## src/rtl/toggle_cover_detect.sv

```systemverilog
// toggle_cover_detect: per-bit rise/fall detector that feeds toggle-coverage sinks.
// Samples a monitored bus and pulses one point per observed transition. It also
// keeps a sticky covered bitmap, a covered-point count and an all-covered flag.
//
// Build option: define TOGGLE_REPORT_ONCE_EN to pulse each point at most once
// between resets or clears. The bitmap, count and flag are the same in both builds.
//
// Parameters:
//   WIDTH        monitored bus width (2*WIDTH coverage points)
//   CNT_W        width of hit_count
// Ports:
//   clock        sole clock, rising edge
//   reset        synchronous, active-high
//   sig          monitored bus
//   sample_en    sample sig this cycle; history frozen when low
//   clear        synchronous clear of history, bitmap and count
//   valid        registered toggle pulses; bit 2i = rise of sig[i], 2i+1 = fall
//   covered      sticky bitmap of points toggled since reset/clear
//   hit_count    popcount of covered
//   all_covered  high when every point is covered
module toggle_cover_detect #(
    parameter int unsigned WIDTH = 62,
    parameter int unsigned CNT_W = $clog2(2 * WIDTH + 1)
) (
    input  logic                 clock,
    input  logic                 reset,
    input  logic [WIDTH-1:0]     sig,
    input  logic                 sample_en,
    input  logic                 clear,
    output logic [2*WIDTH-1:0]   valid,
    output logic [2*WIDTH-1:0]   covered,
    output logic [CNT_W-1:0]     hit_count,
    output logic                 all_covered
);

    localparam int unsigned PTS = 2 * WIDTH;

    typedef enum logic {
        IDLE = 1'b0,
        RUN  = 1'b1
    } state_t;

    state_t             state;
    state_t             state_nxt;
    logic [WIDTH-1:0]   prev;
    logic [WIDTH-1:0]   prev_nxt;
    logic [PTS-1:0]     valid_nxt;
    logic [PTS-1:0]     covered_nxt;
    logic [CNT_W-1:0]   hit_count_nxt;
    logic               all_covered_nxt;

    logic [WIDTH-1:0]   rise;
    logic [WIDTH-1:0]   fall;
    logic [PTS-1:0]     toggle;
    logic [PTS-1:0]     new_hits;
    logic [CNT_W-1:0]   new_cnt;

    // Interleaved rise/fall vector and the count of points hit for the first time
    always_comb begin
        rise     = sig & ~prev;
        fall     = ~sig & prev;
        toggle   = '0;
        new_cnt  = '0;
        for (int i = 0; i < int'(WIDTH); i++) begin
            toggle[2*i]   = rise[i];
            toggle[2*i+1] = fall[i];
        end
        new_hits = toggle & ~covered;
        for (int j = 0; j < int'(PTS); j++) begin
            new_cnt = new_cnt + CNT_W'(new_hits[j]);
        end
    end

    // Next-state and output logic; clear outranks sampling
    always_comb begin
        state_nxt     = state;
        prev_nxt      = prev;
        valid_nxt     = '0;
        covered_nxt   = covered;
        hit_count_nxt = hit_count;

        if (clear) begin
            state_nxt     = IDLE;
            covered_nxt   = '0;
            hit_count_nxt = '0;
        end else if (sample_en) begin
            prev_nxt = sig;
            case (state)
                IDLE: begin
                    // First sample only loads history; nothing to compare against yet
                    state_nxt = RUN;
                end
                RUN: begin
`ifdef TOGGLE_REPORT_ONCE_EN
                    valid_nxt = new_hits;
`else
                    valid_nxt = toggle;
`endif
                    covered_nxt   = covered | toggle;
                    hit_count_nxt = hit_count + new_cnt;
                end
                default: state_nxt = IDLE;
            endcase
        end

        all_covered_nxt = (hit_count_nxt == CNT_W'(PTS));
    end

    // State and output registers
    always_ff @(posedge clock) begin
        if (reset) begin
            state       <= IDLE;
            prev        <= '0;
            valid       <= '0;
            covered     <= '0;
            hit_count   <= '0;
            all_covered <= 1'b0;
        end else begin
            state       <= state_nxt;
            prev        <= prev_nxt;
            valid       <= valid_nxt;
            covered     <= covered_nxt;
            hit_count   <= hit_count_nxt;
            all_covered <= all_covered_nxt;
        end
    end

endmodule

```

## config.mk

```make
export PLATFORM = sky130hd
export DESIGN_NAME = toggle_cover_detect
export DESIGN_NICKNAME = d
export VERILOG_FILES = /design/src/rtl/toggle_cover_detect.sv
export SDC_FILE = /design/constraint.sdc
export NUM_CORES = 1
export LEC_CHECK = 0
export ABC_AREA = 0
export CORE_MARGIN = 3
export CORE_UTILIZATION = 29
export CTS_CLUSTER_SIZE = 28
export DETAILED_ROUTE_END_ITERATION = 6
export GPL_ROUTABILITY_DRIVEN = 0
export SLEW_MARGIN = 20
export SYNTH_ARGS = -nofsm -noshare
export SYNTH_HDL_FRONTEND = slang
export SYNTH_SLANG_ARGS = --single-unit
```

## constraint.sdc

```tcl
create_clock -name clock -period 11.8 [get_ports clock]
set_clock_uncertainty 0.15 [all_clocks]
set_input_delay 2.36 -clock clock [delete_from_list [all_inputs] [get_ports clock]]
set_output_delay 2.36 -clock clock [all_outputs]
set_load 0.05 [all_outputs]
```

==> flow_summary_export.csv <==
group,metric,value,unit
outcome,status,"completed",
worst_setup_path,slowest_stage,"fa_1",
worst_setup_path,cp_top_family,"adder cells",
synth,synth_area,0.0140,mm^2
clock_network,cts_setup_buffers,0,
global_routing,grt_start_max_net_pins,82,
worst_setup_path,cp.buffers_inverters,8,
floorplan,die_height,226,um
finish,finish.instance_area,0.0190,mm^2
clock_network,cts_buffers,37,
detailed_routing,wl,45.5,mm
synth,yosysSeqAreaShare,0.456,
timing,finalCritPeriodShare,0.824,
floorplan,initial_utilization,0.297,
global_routing,grt_pass1_vias,11500,
finish,drive_gt1_frac,0.0394,
power_and_ir_drop,ir_drop,675,uV
synth,synth_top_area_frac,0.456,
worst_setup_path,cpPeakStageDelay,0.59,ns
timing,grt_setup_unrepaired,"false",
floorplan,dieArea,0.0510,mm^2
clock_network,clock_latency,0.54,ns
timing,setup_tns,0,ns
synth,synth_top_area_cell,"dfxtp_1",
timing,clock.fmax,103,MHz
timing,fin_crit,9.72,ns
clock_network,cts_root_buf,"clkbuf_16",
min_path,hp-class,"reg2reg",
global_routing,gr-usage-all-layers,0.178,
global_routing,antenna_found_initial,0,
detailed_routing,routedWlPerCell,18.5,um
global_routing,grt_first_pass_wirelength,68.8,mm
detailed_routing,ant_nets,0,
place,dp_slack,1.52,ns
power_and_ir_drop,power_density,289,mW/mm^2
timing,whs,0.317,ns
floorplan,num_rows,79,
timing,timing.slew.headroom,0.357,
worst_setup_path,cp_max_fo,5,
job,cap_violations,0,
detailed_routing,vias,11300,
clock_network,htreeDepth,2,
detailed_routing,first_pass_iters,7,
timing,final-setup-viol-count,0,
min_path,whs_endpoint,"prev[49]",
finish,fin_cells,2460,
detailed_routing,via_per_inst,4.60,
power_and_ir_drop,power,5.49,mW
clock_network,hold_buffers,0,
worst_setup_path,reg2reg_depth,23,
finish,nNetsFinal,2035,
synth,postSynthNetCount,1731,
worst_setup_path,endpoint_kind,"register",
finish,post-route-util,0.404,
worst_setup_path,r2r_end,"all_covered",
worst_setup_path,cp-start-kind,"input port",
worst_setup_path,crit_required,12.08,ns
clock_network,clk_pin_slew_worst_paths,0.06,ns
synth,syn_avg_cell_area,9.19,um^2
clock_network,cts_max_path_buffers,3,
power_and_ir_drop,p_leak,7.58,nW
worst_setup_path,setup.worst_path.class,"in2reg",
min_path,hp-start,"prev[49]",
timing,finalMaxSlewViolations,0,
worst_setup_path,reg2reg_from,"prev[34]",
clock_network,cts-resized-gates,0,
detailed_routing,drc,0,
finish,syn_to_final_growth,35.9,%
place,dp_cells,2395,
worst_setup_path,cp_common_cell,"fa_1",
global_routing,overflow,0,
min_path,hold_path_depth,2,
synth,syn-instance-count,1524,
floorplan,pin_count,322,
timing,hold_viol_final,0,
clock_network,cts_tree,"yes",
synth,synth_cell_type_count,36,
worst_setup_path,reg2reg_slack,4.13,ns
place,hpwlAfterDp,33.7,mm
clock_network,clock_sinks,319,
floorplan,die_w,226,um
synth,synth_area_leaders,"dfxtp_1 46%, fa_1 16%, nor2_1 6.9%",
timing,layout_setup_ws,2.08,ns
synth,ys_warn_count,0,
detailed_routing,drt_iter0_drc,666,
worst_setup_path,cp.arrival,10.01,ns
place,placed_cell_area,0.0178,mm^2
synth,ys_seq_elements,319,
place,port_buffers,321,
floorplan,coreArea,0.0471,mm^2
timing,tightest_slew,0.962,ns
sequential cells by signal, summed over array words and instances (netlist names):
signal,cells
hit_count,7
prev,62
state,1
valid,124
covered,124
all_covered,1
where the power goes:
group | internal [mW] | switching (mW) | total, mW
logic | 1.41 | 1.81 | 3.22
registers | 1.09 | 0.0145 | 1.11
clock network | 0.707 | 0.456 | 1.16
worst min-delay path: cells and delay by family (launching register included):
kind | cells | cell delay [ns]
AOI/OAI and AO/OA | 1 | 0.05
DFF | 1 | 0.31
and+or+nand+nor | 1 | 0.05
cell type report:
cell class / count / area, um^2
fill: 4582 / 28100
multi-input combinational: 947 / 6660
sequential: 319 / 6390
timing repair buffer: 329 / 3280
clock buffer: 52 / 1050
tap: 607 / 759
inverter: 194 / 728
clock inverter: 11 / 163
antenna: 1 / 2.50
worst max-delay path by stage:
stage             from     endpoint  slack (ns)  depth (start not counted)
2_1_floorplan  sig[34]  all_covered        2.56                         24
3_3_place_gp   sig[34]  all_covered        1.64                         25
3_5_place_dp   sig[34]  all_covered        1.52                         25
4_1_cts        sig[34]  all_covered        2.12                         25
5_1_grt        sig[34]  all_covered        1.69                         25
6_report       sig[22]  all_covered        2.08                         25
Yosys cell counts, drive strengths merged:
cell and count:
o211ai 1, a31oi 76, a21o 2, clkbuf 40, a21oi 67, mux2i 1, a2111oi 2, nand3 4
nor3 57, mux2 1, fa 115, nand2 146, a211oi 3, nand3b 6, nor4 1, dfxtp 319
xnor2 5, buf 24, or2 1, nor2b 2, o21a 49, nor2 257, nand4b 1, nand2b 49
o21ai 5, or3 55, and2 2, o31ai 1, inv 194, ha 26, and3 1, nor3b 10
xor2 1
layer usage:
layer  track usage  wire length [um]
met5             0                 0
met4        0.0508               923
met3        0.0441              3100
met2         0.306             22200
met1         0.222             19200
cells by family after synthesis:
kind of cell	Yosys count	share of synthesized area
buf+inv	258	0.0709
fa+ha+maj	141	0.188
simple gates	592	0.189
compound gates	206	0.0914
mux	2	0.00152
xor+xnor	6	0.00375
flops	319	0.456
cell usage in the layout, fill, tap and decap left out, types with 4 or more instances in the layout:
master / instances
fa_1: 115
clkinv_2: 4
clkbuf_16: 37
buf_4: 7
clkbuf_8: 7
inv_1: 194
or3_1: 55
ha_1: 26
nor2_1: 256
xnor2_1: 5
nand3_1: 4
nand3b_1: 6
clkbuf_1: 8
o21a_1: 49
nand2_1: 144
nand2b_1: 48
nor3_1: 57
a21oi_1: 67
clkdlybuf4s50_1: 320
o21ai_0: 4
bufinv_16: 4
nor3b_1: 10
dfxtp_1: 319
a31oi_1: 76
(Power assumes the default switching activity.)
